[src/rtl/i2c_responder_pkg.sv]
// Shared definitions for the I2C register-access target: FSM states, bus constants and
// the default target address.
package i2c_responder_pkg;

  typedef enum logic [3:0] {
    ST_IDLE,
    ST_ADDR,
    ST_ADDR_ACK,
    ST_PTR,
    ST_PTR_ACK,
    ST_WDATA,
    ST_WDATA_ACK,
    ST_RDATA,
    ST_RDATA_ACK,
    ST_WAIT_STOP
  } state_t;

  localparam logic I2C_ACK  = 1'b0;
  localparam logic I2C_NACK = 1'b1;

  localparam logic [6:0] DEFAULT_DEV_ADDR = 7'h42;

  localparam logic [3:0] BYTE_BITS = 4'd8;

endpackage

[src/rtl/i2c_line_sync.sv]
// Bus input conditioning: synchronizes SCL/SDA into CLK and flags SCL edges and
// START/STOP conditions from the synchronized levels.
module i2c_line_sync #(
  parameter int SYNC_STAGES = 2
) (
  input  logic CLK,
  input  logic reset_in,
  input  logic scl_read,
  input  logic sda_read,
  output logic sda_level,
  output logic scl_rise,
  output logic scl_fall,
  output logic start_det,
  output logic stop_det
);

  logic [SYNC_STAGES-1:0] scl_sync;
  logic [SYNC_STAGES-1:0] sda_sync;
  logic                   scl_level;
  logic                   scl_prev;
  logic                   sda_prev;

  // Idle bus is high, so everything resets to 1 to avoid false edges after reset.
  always_ff @(posedge CLK or posedge reset_in) begin
    if (reset_in) begin
      scl_sync <= '1;
      sda_sync <= '1;
      scl_prev <= 1'b1;
      sda_prev <= 1'b1;
    end else begin
      scl_sync <= {scl_sync[SYNC_STAGES-2:0], scl_read};
      sda_sync <= {sda_sync[SYNC_STAGES-2:0], sda_read};
      scl_prev <= scl_level;
      sda_prev <= sda_level;
    end
  end

  assign scl_level = scl_sync[SYNC_STAGES-1];
  assign sda_level = sda_sync[SYNC_STAGES-1];

  assign scl_rise  = scl_level & ~scl_prev;
  assign scl_fall  = ~scl_level & scl_prev;

  // SDA may only move while SCL is high (both samples) for a START/STOP.
  assign start_det = scl_level & scl_prev & sda_prev & ~sda_level;
  assign stop_det  = scl_level & scl_prev & ~sda_prev & sda_level;

endmodule

[src/rtl/i2c_responder.sv]
// I2C target giving a controller byte access to a register file through a pointer
// with auto-increment; no clock stretching, read data expected 1 CLK after rd_strobe.
//   IDLE      bus free          | ADDR       shifting address + R/W
//   ADDR_ACK  ACK own address   | PTR        shifting register pointer
//   PTR_ACK   ACK pointer       | WDATA      shifting write byte
//   WDATA_ACK ACK write byte    | RDATA      driving read byte
//   RDATA_ACK controller ACK    | WAIT_STOP  ignored until STOP/START
module i2c_responder
  import i2c_responder_pkg::*;
#(
  parameter logic [6:0] DEV_ADDR    = DEFAULT_DEV_ADDR,
  parameter int         SYNC_STAGES = 2
) (
  input  logic       CLK,
  input  logic       reset_in,
  input  logic       scl_read,
  input  logic       sda_read,
  output logic       sda_write,
  output logic [7:0] reg_addr,
  output logic [7:0] wr_data,
  output logic       wr_strobe,
  output logic       rd_strobe,
  input  logic [7:0] rd_data,
  output logic       busy
);

  logic   sda_level;
  logic   scl_rise;
  logic   scl_fall;
  logic   start_det;
  logic   stop_det;

  state_t     state;
  state_t     state_next;
  logic [3:0] bit_cnt;
  logic [7:0] shreg;
  logic       rw_q;
  logic       ack_q;
  logic       load_pend;

  logic       byte_done;
  logic       addr_match;
  logic       rx_state;
  logic       sda_next;
  logic       wr_fire;
  logic       rd_fire;
  logic       ptr_load;
  logic       addr_inc;

  i2c_line_sync #(
    .SYNC_STAGES(SYNC_STAGES)
  ) u_line_sync (
    .CLK      (CLK),
    .reset_in (reset_in),
    .scl_read (scl_read),
    .sda_read (sda_read),
    .sda_level(sda_level),
    .scl_rise (scl_rise),
    .scl_fall (scl_fall),
    .start_det(start_det),
    .stop_det (stop_det)
  );

  assign byte_done  = (bit_cnt == BYTE_BITS);
  assign addr_match = (shreg[7:1] == DEV_ADDR);
  assign rx_state   = (state == ST_ADDR) || (state == ST_PTR) || (state == ST_WDATA);

  always_ff @(posedge CLK or posedge reset_in) begin
    if (reset_in) begin
      state <= ST_IDLE;
    end else begin
      state <= state_next;
    end
  end

  // START/STOP override every state; byte and ACK slots end on SCL falling edges.
  always_comb begin
    state_next = state;
    if (stop_det) begin
      state_next = ST_IDLE;
    end else if (start_det) begin
      state_next = ST_ADDR;
    end else begin
      case (state)
        ST_ADDR:      if (scl_fall && byte_done) state_next = addr_match ? ST_ADDR_ACK : ST_WAIT_STOP;
        ST_ADDR_ACK:  if (scl_fall) state_next = rw_q ? ST_RDATA : ST_PTR;
        ST_PTR:       if (scl_fall && byte_done) state_next = ST_PTR_ACK;
        ST_PTR_ACK:   if (scl_fall) state_next = ST_WDATA;
        ST_WDATA:     if (scl_fall && byte_done) state_next = ST_WDATA_ACK;
        ST_WDATA_ACK: if (scl_fall) state_next = ST_WDATA;
        ST_RDATA:     if (scl_fall && byte_done) state_next = ST_RDATA_ACK;
        ST_RDATA_ACK: if (scl_fall) state_next = (ack_q == I2C_ACK) ? ST_RDATA : ST_WAIT_STOP;
        default:      state_next = state;
      endcase
    end
  end

  always_comb begin
    sda_next = 1'b1;
    case (state)
      ST_ADDR_ACK, ST_PTR_ACK, ST_WDATA_ACK: sda_next = I2C_ACK;
      ST_RDATA:                              sda_next = shreg[7];
      default:                               sda_next = 1'b1;
    endcase
    wr_fire  = scl_rise && (state == ST_WDATA) && (bit_cnt == BYTE_BITS - 4'd1);
    ptr_load = scl_fall && (state == ST_PTR) && byte_done;
    rd_fire  = scl_fall && (((state == ST_ADDR_ACK) && rw_q) ||
                            ((state == ST_RDATA_ACK) && (ack_q == I2C_ACK)));
    addr_inc = scl_fall && ((state == ST_WDATA_ACK) ||
                            ((state == ST_RDATA_ACK) && (ack_q == I2C_ACK)));
  end

  // sda_write is registered from the state, so it moves one CLK after the state
  // changes on a detected SCL fall; reset releases it immediately.
  always_ff @(posedge CLK or posedge reset_in) begin
    if (reset_in) begin
      sda_write <= 1'b1;
      bit_cnt   <= 4'd0;
      shreg     <= 8'h00;
      rw_q      <= 1'b0;
      ack_q     <= I2C_NACK;
      load_pend <= 1'b0;
      reg_addr  <= 8'h00;
      wr_data   <= 8'h00;
      wr_strobe <= 1'b0;
      rd_strobe <= 1'b0;
      busy      <= 1'b0;
    end else begin
      sda_write <= sda_next;
      wr_strobe <= wr_fire;
      rd_strobe <= rd_fire;
      load_pend <= rd_strobe;

      if (start_det || stop_det || (scl_fall && byte_done)) begin
        bit_cnt <= 4'd0;
      end else if (scl_rise && (rx_state || (state == ST_RDATA)) && !byte_done) begin
        bit_cnt <= bit_cnt + 4'd1;
      end

      // Read bytes are preset to all ones so SDA stays released until rd_data lands.
      if (rd_fire) begin
        shreg <= 8'hFF;
      end else if (load_pend) begin
        shreg <= rd_data;
      end else if ((state == ST_RDATA) && scl_fall && !byte_done) begin
        shreg <= {shreg[6:0], 1'b1};
      end else if (scl_rise && rx_state && !byte_done) begin
        shreg <= {shreg[6:0], sda_level};
      end

      if ((state == ST_ADDR) && scl_fall && byte_done) begin
        rw_q <= shreg[0];
      end

      if ((state == ST_RDATA_ACK) && scl_rise) begin
        ack_q <= sda_level;
      end

      if (wr_fire) begin
        wr_data <= {shreg[6:0], sda_level};
      end

      if (ptr_load) begin
        reg_addr <= shreg;
      end else if (addr_inc) begin
        reg_addr <= reg_addr + 8'd1;
      end

      if ((state_next == ST_IDLE) || (state_next == ST_WAIT_STOP)) begin
        busy <= 1'b0;
      end else if ((state == ST_ADDR) && (state_next == ST_ADDR_ACK)) begin
        busy <= 1'b1;
      end
    end
  end

endmodule

[config.mk]
export PLATFORM = sky130hd
export DESIGN_NAME = i2c_responder
export DESIGN_NICKNAME = d
export VERILOG_FILES = /design/src/rtl/i2c_responder_pkg.sv /design/src/rtl/i2c_line_sync.sv /design/src/rtl/i2c_responder.sv
export SDC_FILE = /design/constraint.sdc
export NUM_CORES = 1
export LEC_CHECK = 0
export BUFFER_PORTS_ARGS = -buffer_cell sky130_fd_sc_hd__buf_2
export CAP_MARGIN = 30
export CORE_MARGIN = 1.5
export CORE_UTILIZATION = 51
export CTS_CLUSTER_SIZE = 14
export DETAILED_ROUTE_END_ITERATION = 10
export PLACE_DENSITY_LB_ADDON = 0.15
export SYNTH_ARGS = -nofsm -noshare
export SYNTH_HDL_FRONTEND = slang
export SYNTH_SLANG_ARGS = --single-unit
[constraint.sdc]
create_clock -name CLK -period 2.2 [get_ports CLK]
set_clock_uncertainty 0.15 [all_clocks]
set_input_delay 0.11 -clock CLK [delete_from_list [all_inputs] [get_ports CLK]]
set_output_delay 0.11 -clock CLK [all_outputs]
set_load 0.02 [all_outputs]
* Yosys cells after proc, flatten, opt, wreduce, memory -nomap -nowiden *
Index checks and enable logic that the tools add are counted.

operators by class
  add/sub/neg operators = 2
  eq/ne operators = 13
  muxes and demuxes = 24
  bitwise operators = 12
  reduce and logical (&&, ||, !) cells = 35

operator list
  cell                   number
  $mux W4                13
  $mux W8                6
  $pmux W4 S7            1
  $eq A4 B3 Y1 const B   5
  $logic_and A1 B1 Y1    19
  $eq A4 B2 Y1 const B   3
  $eq A4 B4 Y1 const B   3
  $add A8 B1 Y8 const B  1
  $logic_or A1 B1 Y1     8
  $and A1 B1 Y1          7
  $eq A7 B7 Y1 const B   1
  $reduce_bool A2 Y1     3
  $not A1 Y1             5
  $add A4 B1 Y4 const B  1
  $eq A4 B1 Y1 const B   1
  $logic_not A4 Y1       1
  $reduce_bool A4 Y1     1
  $mux W3                1
  $reduce_or A3 Y1       1
  $mux W1                2
  $pmux W1 S2            1
  $reduce_or A2 Y1       1
  $logic_not A1 Y1       1

storage, ports and cells
  bits in registers = 45
  input bits = 12
  output and inout bits = 20
  logic and storage cells = 102

* Longest topological paths before layout *
  depth in word-level cells = 11
  mapped depth = 9
  gate-level depth less buffers = 9

* Modules after synthesis *
A second synthesis with hierarchy kept.

second synthesis, totals
  cell total of the unflattened synthesis = 246
  area, all modules = 2348.5 µm²

modules (own cells, without submodules)
  module         instances  cells an instance  area an instance (µm²)  seq. area each (µm²)
  i2c_responder  1          235                2154.6                  978.4
  i2c_line_sync  1          11                 193.9                   157.7

* Least setup slack after synthesis *
Ideal clock, no wire load.

  path type = register to register
  start = register bit_cnt[0]
  end = register busy
  setup time = 0.124 ns
  arrival = 1.989 ns
  required time = 1.926 ns
  path slack = -0.063 ns
  stages on the path, launching flop included = 10
  buffers on the path = 0
  period minus slack after synthesis = 2.263 ns
  cell sequence = dfrtp_1 -> inv_1 -> ha_1 -> nand3b_1 -> or4_4 -> nor2_4 -> a21oi_2 -> a211oi_4 -> xor2_1 -> o31a_1

on the way
  longest elaborated chain between the ends = 9
  elaborated cells between the ends (all ways) = 16
  classes of those cells = 3 x eq/ne; 8 x mux; 5 x reduce/logical

RTL lines
  what                                                       RTL line                                    text
  start: declaration                                         i2c_responder.sv:35                         logic [3:0] bit_cnt;
  start signal: assignment                                   i2c_responder.sv:137                        bit_cnt <= bit_cnt + 4'd1;
  $eq A4 B4 Y1 (*)                                           i2c_responder.sv:64                         assign byte_done = (bit_cnt == BYTE_BITS);
  $logic_and A1 B1 Y1 (*)                                    --
  $mux W4, on equally long branches                          --
  $pmux W4 S7 (*)                                            i2c_responder.sv:84                         case (state)
  $mux W4 (*)                                                i2c_responder.sv:81                         end else if (start_det) begin
  $mux W4 (*)                                                i2c_responder.sv:79                         if (stop_det) begin
  named net state_next[3]                                    i2c_responder.sv:34                         state_t state_next;
  $eq A4 B4 Y1, or another cell as far along                 i2c_responder.sv:169                        if ((state_next == ST_IDLE) || (state_next == ST_WAIT_STOP)) begin
  $logic_or A1 B1 Y1 or $logic_and A1 B1 Y1 (tied branches)  i2c_responder.sv:169, i2c_responder.sv:171
  $mux W1 or $reduce_bool A2 Y1 (tied branches)              --
  end signal: assignment                                     i2c_responder.sv:127                        busy <= 1'b0;
  end signal: assignment                                     i2c_responder.sv:170                        busy <= 1'b0;
  end signal: assignment                                     i2c_responder.sv:172                        busy <= 1'b1;
  end: declaration                                           i2c_responder.sv:24                         output logic busy

Mark *: on every way through the listed nets, which the timed path passes. The rest lies on a longest branch.
A chain may end at the register's enable or synchronous reset.

* Final worst setup path *
Ends and elaborated chain as after synthesis.

==> summary.txt <==
Synthesis
  • Compound-Gate Fraction of Synth Area: 0.127
  • Seq cells post-synth: 45
  • Cell count after synthesis: 235
  • Ys async rst share: 1.00
  • Yosys cell types: 48
  • Post-synth EDFFs: 0
  • Syn nets: 250
  • Post-Syn Area: 0.00229 mm2
  • Largest family of logic cells by synthesized area: simple AND/OR/NAND/NOR gates
  • Mux contribution to synthesized area: 0.0651
  • Avg Cell Area, Syn: 9.73 um2
  • Yosys warnings: 0
  • Synth Area in Adders: 0.0164
  • Seq/Total Area, Yosys: 0.497
  • Synth Flop Type: dfrtp_1
  • Synth Area in Simple Gates: 0.226
  • Area share of xor/xnor cells in the synthesized design: 0.0268

Global route
  • Largest net degree at the start of global routing: 46
  • Initial antenna violation count: 0
  • Total Routing Usage GR: 0.217
  • Vias in the first global route: 1786
  • Remaining Overflow, GRT: 0
  • First-pass GRT wire length: 8380 um

Drt
  • Wire per inst: 14.0 um
  • Met2 WL: 2250 um
  • DRC viols: 0
  • Pre-Repair DR Iteration Count: 4
  • Total Routed Length: 4890 um
  • Vias per cell: 5.37
  • M1 WL: 2300 um
  • DR top layer: met4
  • Via total after detailed routing: 1880
  • ANT nets after route: 0
  • Initial DRC Count: 141
  • WL met3: 293 um

CTS
  • Num CTS Buffers: 5
  • CTS clk-pin slew, worst paths: 0.09 ns
  • Clk_lat worst skew: 0.30 ns
  • H-tree lvl count: 2
  • Clk sinks: 45
  • CTS Buffer Depth: 2
  • Root Driver: clkbuf_8
  • TritonCTS clock tree: built

Placed design
  • Placed inst area: 0.00260 mm2
  • Count of buffers from port buffering: 31
  • DP Wirelength: 3420 um
  • GP Congestion: 0.901
  • Dpl ws: -0.0277 ns

Floorplanning
  • Die area: 0.00489 mm2
  • Num ports: 32
  • Std-Cell Rows: 24
  • Die Y: 70.0 um
  • Die width: 70.0 um
  • Core region area: 0.00432 mm2
  • Initial Util: 0.529

Finish
  • Post-route cell area: 0.00284 mm2
  • Most common library cell in the layout ignoring fill and taps: nand2_1
  • Antenna Cells: 0
  • Layout Nets: 312
  • Multi-input combinational cell area: 0.00108 mm2
  • Layout cell share with drive strength beyond 1: 0.326
  • Fillers: 367
  • Commonest non-fill, non-tap cells in the layout: 51 x nand2_1, 37 x dfrtp_1, 31 x buf_2
  • Seq. cell area: 0.00114 mm2
  • Syn-to-layout area delta: 24.1%

Critical path
  • CP Class: reg -> reg
  • Crit Path Max Fanout: 3
  • Startpoint type of the worst setup path: register
  • Critical path required time: 2.24 ns
  • Worst Setup End Kind: register
  • CP Data Arrival Time: 2.21 ns

Timing
  • PnR worst setup slack: 0.0319 ns
  • RSZ-0062 raised after global routing: true
  • Fmax: 0.461 GHz
  • Minimum clock period: 2.17 ns
  • Worst slew margin: 0.631
  • Final hold vios: 0
  • Fin. max-slew vios: 0
  • Endpoints failing setup: 0
  • Measured slew at the worst slew-check pin: 0.553 ns
  • Fin crit share: 0.986

Power and ir drop
  • P_leak: 1.38 nW
  • PD cells: 594 mW/mm2
  • Post-route total power: 1.69 mW
  • Worst vdd ir: 449 uV

Status
  • Status: complete, no violations

Job
  • Max cap viols: 0

Worst hold path
  • HP Class: in -> reg
[final timing paths]
kind,start,end,slack (ns),cells past startpoint
min in group asynchronous,reset_in,bit_cnt[2],0.33,4
min reg2reg,u_line_sync.sda_sync[0],u_line_sync.sda_sync[1],0.21,0
max in group asynchronous,reset_in,ack_q,1.17,4
max reg2reg,bit_cnt[0],busy,0.03,9
max,bit_cnt[0],busy,0.03,9
min,rd_data[1],shreg[1],0.009,5
[per-stage QoR]
step / utilization / hold WS, ns / setup TNS (ns) / std cells
CTS: 0.644 / 0.00461 / 0 / 346
floorplan: - / -0.0355 / 0 / 235
finish: 0.656 / 0.00938 / 0 / 350
detailed placement: 0.602 / 0.0669 / -0.0277 / 331
global route: 0.656 / 0.0140 / -0.101 / 350
global placement: 0.602 / 0.0654 / 0 / 331
[flip-flops by register name (all words and copies together) (netlist names), 2 cells and up]
signal,count
reg_addr,8
shreg,8
wr_data,8
bit_cnt,4
state,4
u_line_sync.scl_sync,2
u_line_sync.sda_sync,2
[cell families (layout without fill, tap and decap cells)]
kind of cell    Yosys count  count (layout)
mux                      14              14
simple gates            107             107
compound gates           43              43
flops                    45              45
buf+inv                  16              79
fa+ha+maj                 3               3
xor+xnor                  7               7
[synth_stat cells, types with 2 or more instances]
library cell	instances	area share
xor2_1	4	0.015
or2_2	2	0.0055
nor3_1	3	0.0066
nand3b_1	2	0.0066
clkbuf_1	3	0.0049
nand3_1	4	0.0088
dfrtp_1	37	0.41
dfstp_2	8	0.092
nor4b_1	2	0.0077
a221o_1	3	0.013
nor4_1	2	0.0055
o22ai_1	4	0.011
nor2_1	23	0.038
inv_1	8	0.013
a21oi_2	2	0.0077
xnor2_1	3	0.011
mux2i_1	7	0.031
a311oi_1	2	0.0077
o21ai_0	13	0.028
nand2_1	52	0.085
clkbuf_8	2	0.012
nand2b_1	3	0.0082
ha_1	3	0.016
a21oi_1	10	0.022
nor3b_1	3	0.0099
buf_6	2	0.0099
mux2_2	7	0.034
[routing by layer]
metal,vias to the layer above,track usage
met2,64,0.340
met5,-,0
met4,0,0.0684
met1,877,0.300
met3,5,0.0519
li1,934,-
[power by group]
group          total (mW)  internal, mW  switching, mW
clock network       0.618         0.337          0.281
logic               0.169        0.0812         0.0880
registers           0.899         0.864         0.0345
total                1.69          1.28          0.403
[layout make-up]
cell class / instances / share of cell area
Clock inverter: 2 / 0.0124
Sequential cell: 45 / 0.401
Clock buffer: 6 / 0.0256
Timing Repair Buffer: 62 / 0.145
Inverter: 9 / 0.0119
Multi-Input combinational cell: 174 / 0.382
Tap cell: 52 / 0.0229
[worst max-delay path: stages (launching register included)]
cell	delay [ns]
dfrtp_1	0.39
inv_1	0.06
ha_2	0.17
nand3b_1	0.11
or4_4	0.45
nor2_4	0.13
a21oi_2	0.06
a211oi_4	0.22
xor2_1	0.10
o31a_1	0.24
[timing repair]
action | CTS | global route
endpoints found under the setup margin | 1 | 5
pin swaps | 4 | 6
resized for setup | 1 | 8
setup buffers | 1 | 4
hold buffers | 6 | 0
endpoints found under the hold margin | 42 | 0
(Power assumes the default switching activity.)
